==> src/rtl/csi2_lbfr_rd_arbiter_if.sv <==
// Line-buffer read arbiter bus: line-ready/word-count inputs, header handshake
// and read-enable outputs. tmo_err_o exists only with CSI2_LBFR_TMO_EN.
interface csi2_lbfr_rd_arbiter_if;
   logic [3:0]  line_rdy_i;
   logic [63:0] wc_i;
   logic [3:0]  lbf_lastwd_i;
   logic        tx_ack_i;
   logic [3:0]  hdr_rd_lbfr_en_o;
   logic [15:0] hdr_wdcnt_o;
   logic        tx_req_o;
   logic [1:0]  ch_o;
   logic        busy_o;
`ifdef CSI2_LBFR_TMO_EN
   logic        tmo_err_o;
`endif

   modport slave (
      input  line_rdy_i,
      input  wc_i,
      input  lbf_lastwd_i,
      input  tx_ack_i,
      output hdr_rd_lbfr_en_o,
      output hdr_wdcnt_o,
      output tx_req_o,
      output ch_o,
`ifdef CSI2_LBFR_TMO_EN
      output tmo_err_o,
`endif
      output busy_o
   );

   modport master (
      output line_rdy_i,
      output wc_i,
      output lbf_lastwd_i,
      output tx_ack_i,
      input  hdr_rd_lbfr_en_o,
      input  hdr_wdcnt_o,
      input  tx_req_o,
      input  ch_o,
`ifdef CSI2_LBFR_TMO_EN
      input  tmo_err_o,
`endif
      input  busy_o
   );
endinterface

==> src/rtl/csi2_lbfr_rd_arbiter.sv <==
// Round-robin read arbiter over 4 CSI-2 line buffers (IDLE/HDR/READ/GAP).
// Optional read watchdog enabled by defining CSI2_LBFR_TMO_EN.
module csi2_lbfr_rd_arbiter #(
   parameter int GAP_CYC = 4,
   parameter int TMO_CYC = 65535
) (
   input logic                    tx_clk_i,
   input logic                    rst_n_i,
   csi2_lbfr_rd_arbiter_if.slave  bus
);

   localparam logic [1:0] IDLE = 2'd0;
   localparam logic [1:0] HDR  = 2'd1;
   localparam logic [1:0] READ = 2'd2;
   localparam logic [1:0] GAP  = 2'd3;

   // GAP_CYC of 0 behaves like 1: GAP always lasts at least one cycle
   localparam logic [7:0] GAP_LAST =
      (GAP_CYC == 0) ? 8'd0 : 8'(GAP_CYC - 1);

   if (GAP_CYC < 0 || GAP_CYC > 255 ||
       TMO_CYC < 1 || TMO_CYC > 65535) begin : g_param_err
      $error("csi2_lbfr_rd_arbiter: parameter out of range");
   end

   logic [1:0]  state_q, state_d;
   logic [1:0]  rr_ptr_q, rr_ptr_d;
   logic [1:0]  ch_q, ch_d;
   logic [15:0] wdcnt_q, wdcnt_d;
   logic [7:0]  gap_q, gap_d;

   logic [1:0]  cand;
   logic [1:0]  gnt_idx;
   logic        gnt_vld;
   logic        lastwd_hit;

`ifdef CSI2_LBFR_TMO_EN
   localparam logic [15:0] TMO_LAST = 16'(TMO_CYC - 1);
   logic [15:0] tmo_cnt_q, tmo_cnt_d;
   logic        tmo_err_q, tmo_err_d;
`endif

   // Walk from the highest offset down so the lowest offset wins
   always_comb begin
      gnt_vld = 1'b0;
      gnt_idx = rr_ptr_q;
      cand    = '0;
      for (int i = 3; i >= 0; i--) begin
         cand = rr_ptr_q + 2'(i);
         if (bus.line_rdy_i[cand]) begin
            gnt_vld = 1'b1;
            gnt_idx = cand;
         end
      end
   end

   assign lastwd_hit = bus.lbf_lastwd_i[ch_q];

   always_comb begin
      state_d  = state_q;
      rr_ptr_d = rr_ptr_q;
      ch_d     = ch_q;
      wdcnt_d  = wdcnt_q;
      gap_d    = gap_q;
`ifdef CSI2_LBFR_TMO_EN
      tmo_cnt_d = tmo_cnt_q;
      tmo_err_d = tmo_err_q;
`endif
      unique case (state_q)
         IDLE: begin
            if (gnt_vld) begin
               state_d  = HDR;
               ch_d     = gnt_idx;
               wdcnt_d  = bus.wc_i[{gnt_idx, 4'b0000} +: 16];
               rr_ptr_d = gnt_idx + 2'd1;
            end
         end
         HDR: begin
            if (bus.tx_ack_i) begin
               gap_d   = '0;
               state_d = (wdcnt_q == 16'd0) ? GAP : READ;
`ifdef CSI2_LBFR_TMO_EN
               tmo_cnt_d = '0;
`endif
            end
         end
         READ: begin
            if (lastwd_hit) begin
               state_d = GAP;
               gap_d   = '0;
            end
`ifdef CSI2_LBFR_TMO_EN
            else if (tmo_cnt_q == TMO_LAST) begin
               state_d   = GAP;
               gap_d     = '0;
               tmo_err_d = 1'b1;
            end else begin
               tmo_cnt_d = tmo_cnt_q + 16'd1;
            end
`endif
         end
         GAP: begin
            if (gap_q == GAP_LAST) begin
               state_d = IDLE;
            end else begin
               gap_d = gap_q + 8'd1;
            end
         end
         default: state_d = IDLE;
      endcase
   end

   always_ff @(posedge tx_clk_i or negedge rst_n_i) begin
      if (!rst_n_i) begin
         state_q  <= IDLE;
         rr_ptr_q <= '0;
         ch_q     <= '0;
         wdcnt_q  <= '0;
         gap_q    <= '0;
      end else begin
         state_q  <= state_d;
         rr_ptr_q <= rr_ptr_d;
         ch_q     <= ch_d;
         wdcnt_q  <= wdcnt_d;
         gap_q    <= gap_d;
      end
   end

`ifdef CSI2_LBFR_TMO_EN
   always_ff @(posedge tx_clk_i or negedge rst_n_i) begin
      if (!rst_n_i) begin
         tmo_cnt_q <= '0;
         tmo_err_q <= 1'b0;
      end else begin
         tmo_cnt_q <= tmo_cnt_d;
         tmo_err_q <= tmo_err_d;
      end
   end

   assign bus.tmo_err_o = tmo_err_q;
`endif

   // Outputs decode the registered state, so reset clears them at once
   assign bus.tx_req_o         = (state_q == HDR);
   assign bus.busy_o           = (state_q != IDLE);
   assign bus.hdr_rd_lbfr_en_o =
      (state_q == READ) ? (4'b0001 << ch_q) : 4'b0000;
   assign bus.ch_o             = ch_q;
   assign bus.hdr_wdcnt_o      = wdcnt_q;

endmodule
==> src/flat_wrapper.sv <==
// flat-port wrapper written by rule: the top's interface ports become plain ports
module csi2_lbfr_rd_arbiter_flat 
#(
   parameter int GAP_CYC = 4,
   parameter int TMO_CYC = 65535
)
  (tx_clk_i, rst_n_i, bus_line_rdy_i, bus_wc_i, bus_lbf_lastwd_i, bus_tx_ack_i, bus_hdr_rd_lbfr_en_o, bus_hdr_wdcnt_o, bus_tx_req_o, bus_ch_o, bus_busy_o);
  csi2_lbfr_rd_arbiter_if bus_i ();
  input logic tx_clk_i;
  input logic rst_n_i;
  input wire logic [$bits(bus_i.line_rdy_i)-1:0] bus_line_rdy_i;
  input wire logic [$bits(bus_i.wc_i)-1:0] bus_wc_i;
  input wire logic [$bits(bus_i.lbf_lastwd_i)-1:0] bus_lbf_lastwd_i;
  input wire logic [$bits(bus_i.tx_ack_i)-1:0] bus_tx_ack_i;
  output wire logic [$bits(bus_i.hdr_rd_lbfr_en_o)-1:0] bus_hdr_rd_lbfr_en_o;
  output wire logic [$bits(bus_i.hdr_wdcnt_o)-1:0] bus_hdr_wdcnt_o;
  output wire logic [$bits(bus_i.tx_req_o)-1:0] bus_tx_req_o;
  output wire logic [$bits(bus_i.ch_o)-1:0] bus_ch_o;
  output wire logic [$bits(bus_i.busy_o)-1:0] bus_busy_o;
  assign bus_i.line_rdy_i = bus_line_rdy_i;
  assign bus_i.wc_i = bus_wc_i;
  assign bus_i.lbf_lastwd_i = bus_lbf_lastwd_i;
  assign bus_i.tx_ack_i = bus_tx_ack_i;
  assign bus_hdr_rd_lbfr_en_o = bus_i.hdr_rd_lbfr_en_o;
  assign bus_hdr_wdcnt_o = bus_i.hdr_wdcnt_o;
  assign bus_tx_req_o = bus_i.tx_req_o;
  assign bus_ch_o = bus_i.ch_o;
  assign bus_busy_o = bus_i.busy_o;
  csi2_lbfr_rd_arbiter #(.GAP_CYC(GAP_CYC), .TMO_CYC(TMO_CYC)) u_core (.tx_clk_i(tx_clk_i), .rst_n_i(rst_n_i), .bus(bus_i));
endmodule
==> config.mk <==
export PLATFORM = sky130hd
export DESIGN_NAME = csi2_lbfr_rd_arbiter_flat
export DESIGN_NICKNAME = d
export VERILOG_FILES = /design/src/rtl/csi2_lbfr_rd_arbiter_if.sv /design/src/rtl/csi2_lbfr_rd_arbiter.sv /design/src/flat_wrapper.sv
export SDC_FILE = /design/constraint.sdc
export NUM_CORES = 1
export LEC_CHECK = 0
export CAP_MARGIN = 25
export CORE_ASPECT_RATIO = 2
export CORE_MARGIN = 2
export CORE_UTILIZATION = 41
export CTS_CLUSTER_DIAMETER = 30
export DETAILED_ROUTE_END_ITERATION = 6
export PLACE_DENSITY = 0.81
export SLEW_MARGIN = 0
export SYNTH_ARGS = -nofsm -noshare
export SYNTH_HDL_FRONTEND = slang
export SYNTH_SLANG_ARGS = --single-unit
==> constraint.sdc <==
create_clock -name tx_clk_i -period 2.75 [get_ports tx_clk_i]
set_input_delay 0.275 -clock tx_clk_i [delete_from_list [all_inputs] [get_ports tx_clk_i]]
set_output_delay 0.275 -clock tx_clk_i [all_outputs]
set_load 0.005 [all_outputs]
==> key figures <==
Run status
  – Status: complete, no violations

Synthesis
  – Top post-synthesis cells by area: dfrtp_1 37%, mux2i_1 7.8%, a2111oi_0 6.8%, a211oi_1 5.9%, a21boi_0 5.9%
  – Top post-synthesis cells by count: 30 x dfrtp_1, 24 x nor2_1
  – Yosys cell types: 40
  – Ys flop type: dfrtp_1
  – Yosys Warn Count: 0
  – Fraction of registers with async set/reset: 100%
  – Top cell type's share of synthesized area: 36.7%
  – Post-Syn Nets: 303
  – Synth area leader: dfrtp_1
  – Seq/Total Area, Yosys: 36.7%
  – Most frequent cell after synthesis: dfrtp_1
  – EDFF count, synth: 0
  – Flops & latches, synth: 30
  – Synthesized area: 2050 µm²
  – Post-Syn Instances: 222
  – Mean Syn Cell Area: 9.22 µm²

Placement
  – GP Congestion: 0.820
  – DP Wirelength: 5400 µm
  – I/O Buffers: 98
  – DP Worst Slack: 0.230 ns

Worst setup path
  – Critical-path maximum fanout: 18
  – Startpoint types: primary input
  – Crit end category: flip-flop
  – Critical path type: primary input to flip-flop
  – R2r endpoint: u_core.state_q[0]
  – Worst R2R Start: u_core.gap_q[4]
  – FF-to-FF path depth: 5
  – R2R Setup Slk: 0.52 ns
  – Worst path required time: 2.89 ns
  – CP arrival: 2.39 ns

STA
  – Setup_tns: 0 ns
  – Setup Skew: 0.00496 ns
  – Max_slew headroom: 61.5%
  – Crit share post-route: 81.6%
  – RSZ-0062 raised after global routing: no
  – Final min period: 2.24 ns
  – Max Clk Rate: 0.446 GHz
  – Final setup violation count: 0
  – Max-slew violations: 0
  – Worst-Margin Slew: 0.575 ns
  – Worst setup margin: 0.507 ns
  – Final Hold Fails: 0

Detailed routing
  – Remaining antenna violation count after routing: 0
  – Average wire per standard cell: 17.8 µm
  – Average vias per placed instance: 5.77
  – Wire length on met3: 263 µm
  – Met1 wire length: 2220 µm
  – Final WL: 6790 µm
  – Via Count: 2,199
  – 1st-iter DRT viols: 30
  – WL met2: 3940 µm
  – Pre-antenna DRT Iters: 4
  – Remaining DRCs: 0
  – Top layer in use: met4

Die
  – Overall die height: 104 µm
  – IO Count: 99
  – Die Width: 54.0 µm
  – Starting Density: 42.5%
  – Die Footprint: 5610 µm²
  – Core Rows: 36
  – CORE AREA: 4820 µm²

Power
  – Design Power: 2.76 mW
  – Leakage dissipation: 1.30 nW
  – Power Density: 861 nW/µm²
  – Worst IR drop on VDD: 483 µV

GRT
  – First-pass GRT wire length: 10,600 µm
  – Largest net degree at the start of global routing: 31
  – Total track usage: 25.8%
  – Vias in the first global route: 2,310
  – Initial antenna violation count: 0
  – Remaining Overflow, GRT: 0

Clock network
  – Post-CTS Setup Repair Bufs: 0
  – Post-cts resize count: 0
  – Clk root buf: clkbuf_8
  – Clk Latency, worst-skew pair: 0.29 ns
  – Clk slew on worst S/H paths: 0.07 ns
  – H-tree depth: 2
  – CTS tree: built
  – CTS max path bufs: 2
  – Clk sink count: 30
  – CTS buffer count: 5
  – CTS Hold Bufs: 0

Layout
  – Diode count: 0
  – Footprint of the multi-input gates: 1210 µm²
  – Fillers: 431
  – Net count, final: 404
  – Area Growth Syn to Fin: 56.6%
  – Flip-flop and latch area: 751 µm²
  – Share of cells above drive strength 1: 7.10%

Flow run
  – Max-cap violation count: 0

Worst hold path
  – Min-delay worst type: primary input to asynchronous set/reset pin
## registers in the layout, indices dropped and copies added, names as in the netlist
name                    flops
u_core.bus.ch_o             2
u_core.rr_ptr_q             2
u_core.state_q              2
u_core.bus.hdr_wdcnt_o     16
u_core.gap_q                8
## through the flow
stage	instance area [µm²]	hold WS (ns)	cells	utilization [%]
2_1_floorplan	2050	-0.0206	222	-
3_3_place_gp	3110	0.504	373	64.6
3_5_place_dp	3110	0.505	373	64.6
4_1_cts	3210	0.393	381	66.5
5_1_grt	3210	0.413	381	66.5
6_report	3210	0.380	381	66.5
## worst max path at each step
| stage | end | cells after the start | from |
|---|---|---|---|
| 3_5_place_dp | u_core.bus.hdr_wdcnt_o[7] | 8 | bus_line_rdy_i[1] |
| 4_1_cts | u_core.state_q[0] | 5 | u_core.gap_q[4] |
| 2_1_floorplan | u_core.state_q[0] | 5 | u_core.gap_q[5] |
| 6_report | u_core.bus.hdr_wdcnt_o[0] | 8 | bus_line_rdy_i[1] |
| 5_1_grt | u_core.bus.hdr_wdcnt_o[0] | 8 | bus_line_rdy_i[1] |
| 3_3_place_gp | u_core.bus.hdr_wdcnt_o[0] | 8 | bus_line_rdy_i[1] |
## cell usage in the layout (no fill, tap or decap), types with 2 or more instances in the layout
| cell type | count |
|---|---|
| o21ai_1 | 2 |
| mux2i_1 | 16 |
| nand3_1 | 4 |
| nand2_1 | 9 |
| nor3b_1 | 3 |
| o21ai_0 | 7 |
| or4_1 | 2 |
| ha_1 | 6 |
| a22o_1 | 3 |
| o31ai_1 | 7 |
| nor2_1 | 24 |
| a2111oi_0 | 16 |
| a21o_1 | 4 |
| buf_4 | 10 |
| and2_1 | 3 |
| a211oi_1 | 16 |
| nor4_1 | 4 |
| inv_1 | 7 |
| clkbuf_8 | 6 |
| nor2b_1 | 3 |
| a21oi_1 | 2 |
| nand2b_1 | 4 |
| clkdlybuf4s50_1 | 98 |
| and3_1 | 2 |
| dfrtp_1 | 30 |
| a21boi_0 | 16 |
| nor3_1 | 4 |
## area by class of cell
class | instances | share of cell area (%)
clock buffer | 7 | 2.69
clock inverter | 1 | 0.156
inverter | 7 | 0.820
multi-input combinational | 171 | 37.7
sequential | 30 | 23.4
tap | 57 | 2.22
timing repair buffer | 108 | 32.9
## logic make-up (layout without fill, tap and decap cells)
| group | Yosys count | in the layout | synth area share (%) |
|---|---|---|---|
| compound gates | 77 | 77 | 28.5 |
| simple gates | 69 | 69 | 17.1 |
| flops | 30 | 30 | 36.7 |
| buf+inv | 21 | 123 | 4.22 |
| mux | 18 | 18 | 9.47 |
| fa+ha+maj | 6 | 6 | 3.67 |
| xor+xnor | 1 | 1 | 0.428 |
## metal layers
metal	GRT usage, %	up-vias
li1	-	1053
met1	24.8	1044
met2	46.4	74
met3	4.45	28
met4	15.9	0
met5	0	-
## worst max-delay path, cell delays in order
cell and delay, ns:
clkdlybuf4s50_1 0.51, nor3b_1 0.35, a221oi_2 0.06, buf_4 0.20, and2_0 0.18, buf_4 0.18, a2111oi_0 0.54, a211oi_1 0.10
## power breakdown
part	leakage, nW	total (mW)	internal [mW]	switching (mW)
sequential	0.357	0.810	0.620	0.190
clock	0.0482	0.374	0.202	0.173
combinational	0.891	1.58	0.820	0.757
No activity file was read; power rests on OpenSTA's default activity.
